--- src/rtl/seq_alu.sv ---
// seq_alu: registered eight-operation ALU with an iterative shift-add multiply.
// It holds one operation at a time. A result stays on s and the flags until
// the consumer takes it.
//
// Handshake: a transfer happens on a rising edge where valid && ready are both
// high. The producer holds its valid signal and payload stable until that
// transfer. The block never accepts a new operation in the same cycle that it
// hands over a result.
//
// Ports:
//   clk        rising-edge clock
//   rst        synchronous active-high reset
//   in_valid   operand/op presented
//   in_ready   block can accept (IDLE only)
//   a, b       operands (WIDTH bits), sampled only at the accept edge
//   op         operation select (3 bits)
//   out_valid  result and flags valid (OUT state)
//   out_ready  consumer takes the result
//   s          result
//   eq         captured a == captured b
//   cary       carry (ADD) / borrow (SUB), otherwise 0
//   of         signed overflow (ADD/SUB), otherwise 0
//   zero       s == 0
//   busy       multiply in progress
module seq_alu #(
    parameter int WIDTH = 32,
    parameter int CNT_W = $clog2(WIDTH) + 1
) (
    input  logic             clk,
    input  logic             rst,
    input  logic             in_valid,
    output logic             in_ready,
    input  logic [WIDTH-1:0] a,
    input  logic [WIDTH-1:0] b,
    input  logic [2:0]       op,
    output logic             out_valid,
    input  logic             out_ready,
    output logic [WIDTH-1:0] s,
    output logic             eq,
    output logic             cary,
    output logic             of,
    output logic             zero,
    output logic             busy
);

    typedef enum logic [1:0] {
        S_IDLE = 2'd0,
        S_MUL  = 2'd1,
        S_OUT  = 2'd2
    } state_t;

    localparam logic [2:0] OP_MUL = 3'b110;

    state_t state;
    state_t state_next;

    logic             accept;
    logic [WIDTH-1:0] mcand;
    logic [WIDTH-1:0] mplier;
    logic [WIDTH-1:0] acc;
    logic [CNT_W-1:0] cnt;
    logic             eq_pend;
    logic             last_iter;
    logic [WIDTH-1:0] acc_step;

    logic [WIDTH:0]   add_full;
    logic [WIDTH:0]   sub_full;
    logic [WIDTH-1:0] res;
    logic             res_cary;
    logic             res_of;

    assign accept    = in_valid && in_ready;
    assign last_iter = (cnt == CNT_W'(WIDTH - 1));
    // The multiply step is shared by the accumulator update and the final load.
    // This lets the last iteration go straight into s without an extra cycle.
    assign acc_step  = mplier[0] ? (acc + mcand) : acc;

    assign add_full  = {1'b0, a} + {1'b0, b};
    assign sub_full  = {1'b0, a} - {1'b0, b};

    // Single-cycle operations
    always_comb begin
        res      = '0;
        res_cary = 1'b0;
        res_of   = 1'b0;
        case (op)
            3'b000: res = a & b;
            3'b001: res = a | b;
            3'b010: res = a ^ b;
            3'b011: begin
                res      = add_full[WIDTH-1:0];
                res_cary = add_full[WIDTH];
                res_of   = (a[WIDTH-1] == b[WIDTH-1]) && (add_full[WIDTH-1] != a[WIDTH-1]);
            end
            3'b100: begin
                res      = sub_full[WIDTH-1:0];
                // The top bit of the extended difference is the unsigned borrow.
                res_cary = sub_full[WIDTH];
                res_of   = (a[WIDTH-1] != b[WIDTH-1]) && (sub_full[WIDTH-1] != a[WIDTH-1]);
            end
            3'b101: res = {{(WIDTH-1){1'b0}}, ($signed(a) < $signed(b))};
            3'b111: res = ~(a | b);
            default: res = '0;
        endcase
    end

    // FSM: state register
    always_ff @(posedge clk) begin
        if (rst) begin
            state <= S_IDLE;
        end else begin
            state <= state_next;
        end
    end

    // FSM: next state
    always_comb begin
        state_next = state;
        case (state)
            S_IDLE: begin
                if (accept) begin
                    state_next = (op == OP_MUL) ? S_MUL : S_OUT;
                end
            end
            S_MUL: begin
                if (last_iter) begin
                    state_next = S_OUT;
                end
            end
            S_OUT: begin
                if (out_ready) begin
                    state_next = S_IDLE;
                end
            end
            default: state_next = S_IDLE;
        endcase
    end

    // FSM: outputs, decoded from the state register only
    always_comb begin
        in_ready  = (state == S_IDLE);
        busy      = (state == S_MUL);
        out_valid = (state == S_OUT);
    end

    // Datapath: result, flags and multiply registers
    always_ff @(posedge clk) begin
        if (rst) begin
            s       <= '0;
            eq      <= 1'b0;
            cary    <= 1'b0;
            of      <= 1'b0;
            zero    <= 1'b0;
            mcand   <= '0;
            mplier  <= '0;
            acc     <= '0;
            cnt     <= '0;
            eq_pend <= 1'b0;
        end else begin
            case (state)
                S_IDLE: begin
                    if (accept) begin
                        if (op == OP_MUL) begin
                            mcand   <= a;
                            mplier  <= b;
                            acc     <= '0;
                            cnt     <= '0;
                            // The operands get shifted away during the multiply,
                            // so remember eq now.
                            eq_pend <= (a == b);
                        end else begin
                            s    <= res;
                            eq   <= (a == b);
                            cary <= res_cary;
                            of   <= res_of;
                            zero <= (res == '0);
                        end
                    end
                end
                S_MUL: begin
                    acc    <= acc_step;
                    mcand  <= mcand << 1;
                    mplier <= mplier >> 1;
                    cnt    <= cnt + CNT_W'(1);
                    if (last_iter) begin
                        s    <= acc_step;
                        eq   <= eq_pend;
                        cary <= 1'b0;
                        of   <= 1'b0;
                        zero <= (acc_step == '0);
                    end
                end
                default: ;
            endcase
        end
    end

endmodule

--- config.mk ---
export PLATFORM = sky130hd
export DESIGN_NAME = seq_alu
export DESIGN_NICKNAME = d
export VERILOG_FILES = /design/src/rtl/seq_alu.sv
export SDC_FILE = /design/constraint.sdc
export NUM_CORES = 1
export LEC_CHECK = 0
export ABC_AREA = 0
export CAP_MARGIN = 25
export CORE_MARGIN = 2
export CORE_UTILIZATION = 50
export DETAILED_ROUTE_END_ITERATION = 10
export PLACE_DENSITY = 0.8
export SLEW_MARGIN = 40
export SYNTH_ARGS = -nofsm -noshare
export SYNTH_HDL_FRONTEND = slang
export SYNTH_SLANG_ARGS = --single-unit
--- constraint.sdc ---
create_clock -name clk -period 5.6 [get_ports clk]
set_clock_uncertainty 0.05 [all_clocks]
set_input_delay 0.56 -clock clk [delete_from_list [all_inputs] [get_ports clk]]
set_output_delay 0.56 -clock clk [all_outputs]
set_load 0.02 [all_outputs]
==> flow_summary.toml, run 1 <==
[timing]
fin_setup_tns_ns = 0
tightest_slew_ns = 0.875
finalHoldViolCount = 0
fmax_ghz = 0.199
setup_viol = 0
drv_slew = 0
post-route-min-period_ns = 5.03
rsz0062_at_grt = "false"
slew_headroom_pct = 40.9
min_period_over_period_pct = 89.8

[layout]
area_growth_syn_to_layout_pct = 14.4
drive_above_1_share_pct = 5.54
antenna_cells = 0
nets = 2222
final_cell_area_mm2 = 0.0159
fillCellCount = 2672

[synthesis]
ys_types = 80
synth_top_cell_area_share_pct = 20.3
synth.most_common_cell = "nand2_1"
synth-xor-area-share_pct = 2.58
synth_fa_ha_area_share_pct = 12.9
yosysTopAreaCell = "dfxtp_1"
synth.avg_cell_area_um2 = 7.04
ys_seq_elements = 141
synth_ff_type = "dfxtp_1"
synth_top_family_by_area = "compound AO/OA/AOI/OAI gates"
synth_compound_area_share_pct = 30.7
synthTopCellsByArea = "dfxtp_1 (20%), ha_1 (12%), nand2_1 (7.4%)"
yosysSeqAreaShare_pct = 20.3
synth_nets = 2191
synth_area_mm2 = 0.0139
synth_edf_count = 0
ys_warn_count = 0
muxShareOfSynthArea_pct = 3.54
synthTopCellsByCount = "nand2_1 (275), nor2_1 (233), a21oi_1 (157)"
async_reset_ff_share_pct = 0
synthSimpleGateAreaFrac_pct = 23.2
syn_inst = 1978

[clocking]
cts_buffers = 17
postCtsSetupBuffers = 0
ctsHoldBuffers = 0
post_cts_resized = 0
cts_tree = "built"
clkSinkCount = 141
clock_latency_ns = 0.45
h-tree-depth = 4
path_clk_slew_ns = 0.06
cts-root-buf = "clkbuf_16"
clock_path_buffers = 2

[global_route]
antenna_found_initial = 2
grt_pass1_wl_um = 80500
overflow = 0
grt_pass1_vias = 14500
grt_use_total_pct = 35.3
grt_max_degree = 77

[drt]
viasPerCell = 6.47
drt-met1-wl_um = 22300
vias = 15500
wl_met3_um = 5270
ant_nets = 0
drt-total-wl_um = 52100
drcViolationCount = 0
dr.pass1.iters = 6
topRoutingLayerUsed = "met5"
drt_iter0_markers = 1936
wl_per_cell_um = 21.7
dr_wl_met2_um = 22800

[worst_setup_path]
crit_path_end_kind = "register"
startpoint_type = "primary input"
worstSetupPathType = "primary input to register"
crit_family = "compound AO/OA/AOI/OAI gates"
cp_slowest_cell = "clkdlybuf4s50_1"
crit_path_frequent_cell = "o41ai_1"
max_stage_delay_ns = 0.60
cp_max_fo = 5
required_ns = 5.91
path_buf_inv = 3
cp.arrival_ns = 5.34
worstPathCellList = "clkdlybuf4s50_1, ha_1, inv_1, fa_1, nor2b_1, o31ai_1, a31oi_1, o41ai_1, o41ai_1, buf_4, nand2_1, o41ai_1, o21ai_1, a222oi_1, nand4_1, or4b_1, o211ai_1"

[die]
die_area_mm2 = 0.0292
fp-row-count = 61
ios = 110
initial_core_util_pct = 50.4
coreArea_mm2 = 0.0276
fp.dieW_um = 171
dieHeight_um = 171

[placed_design]
dp_hpwl_um = 39100
port-buffer-count = 109
gp_congestion = 1.04
dpl-instance-area_mm2 = 0.0153

[power_and_ir_drop]
p_seq_share_pct = 31.1
p_int_mw = 2.24
p_sw_mw = 1.30
ir_drop_uv = 184
leakage_nw = 6.45
p_comb_share_pct = 32.2
p_total_mw = 3.54
p_per_area_mw_per_mm2 = 222
switching_share_pct = 36.7
clock_power_share_pct = 36.7

[min_path]
hold_class = "register to register"

[outcome]
status = "completed"

[run]
drv_cap = 0
## registers in the layout, indices dropped and copies added, names as in the netlist
name	count
eq_pend	1
mplier	32
of	1
cnt	6
cary	1
state	2
s	32
mcand	32
zero	1
eq	1
acc	32
## cells in the final DEF (no fill, tap or decap), types with 39 or more instances in the layout
cell / instances
nand2_1: 275
a21oi_1: 157
nor3_1: 43
dfxtp_1: 140
nor2_1: 232
inv_1: 108
a311oi_1: 64
buf_4: 39
clkdlybuf4s50_1: 106
o21ai_0: 117
ha_1: 139
## per-layer routing
layer  vias to the layer above  global-route usage [%]
met5                         -                       0
met4                         2                    12.5
met3                       129                    7.40
met2                       792                    55.0
met1                      7364                    48.3
li1                       7242                       -
## layout make-up
cell class                 count  area, µm²  area share [%]
clock buffer                  19        453            2.84
clock inverter                12        184            1.15
inverter                     112        420            2.64
multi-input combinational   1588      10200            63.9
sequential                   141       2820            17.7
tap                          378        473            2.97
timing repair buffer         149       1400            8.76
## path summary, 6_finish.rpt
kind | from | endpoint | cells past startpoint | slack (ns)
max | a[0] | zero$_SDFFE_PP0P_ | 17 | 0.57
min | s[12]$_SDFFE_PP0P_ | s[12]$_SDFFE_PP0P_ | 2 | 0.40
max reg2reg | acc[12]$_SDFFE_PP0P_ | zero$_SDFFE_PP0P_ | 13 | 1.15
min reg2reg | s[12]$_SDFFE_PP0P_ | s[12]$_SDFFE_PP0P_ | 2 | 0.40
## power by group through the flow
stage	combinational (mW)	clock (mW)	sequential, mW
global route	1.22	1.34	1.10
detailed placement	1.10	0	1.12
CTS	1.10	1.29	1.10
finish	1.14	1.30	1.10
floorplan	0.678	0	1.13
global placement	1.08	0	1.12
## worst reg2reg max path, stage by stage (launching register included)
cell       delay [ns]
dfxtp_1          0.44
ha_1             0.37
a21o_1           0.25
a31oi_1          0.25
o21ai_0          0.22
a2111oi_0        0.58
o31a_1           0.26
nor2_1           0.06
a2111oi_0        0.63
nand2b_1         0.22
xor2_1           0.15
o32ai_1          0.15
or4_1            0.58
o211ai_1         0.17
## stage by stage
step,std cells,setup WS [ns],hold WS (ns),util [%]
after detailed placement,2368,0.298,0.400,55.3
after floorplan,1978,1.57,0.399,-
final,2399,0.570,0.404,57.7
after CTS,2399,0.714,0.408,57.6
after global routing,2399,0.190,0.427,57.7
after global placement,2368,0.387,0.392,55.3
## cells by family after synthesis
kind of cell,after synthesis
XOR/XNOR,41
buffers and inverters,249
flip-flops,141
AND/OR/NAND/NOR,727
AO/OA/AOI/OAI,632
multiplexers,46
adder cells (fa/ha/maj),142
Power figures use the tool's default switching activity.
==> run 2, diff against run 1 <==
- CTS_CLUSTER_SIZE: not set -> 40
==> results of run 2 <==
No change in the layout: final DEF, timing and power equal those of run 1.
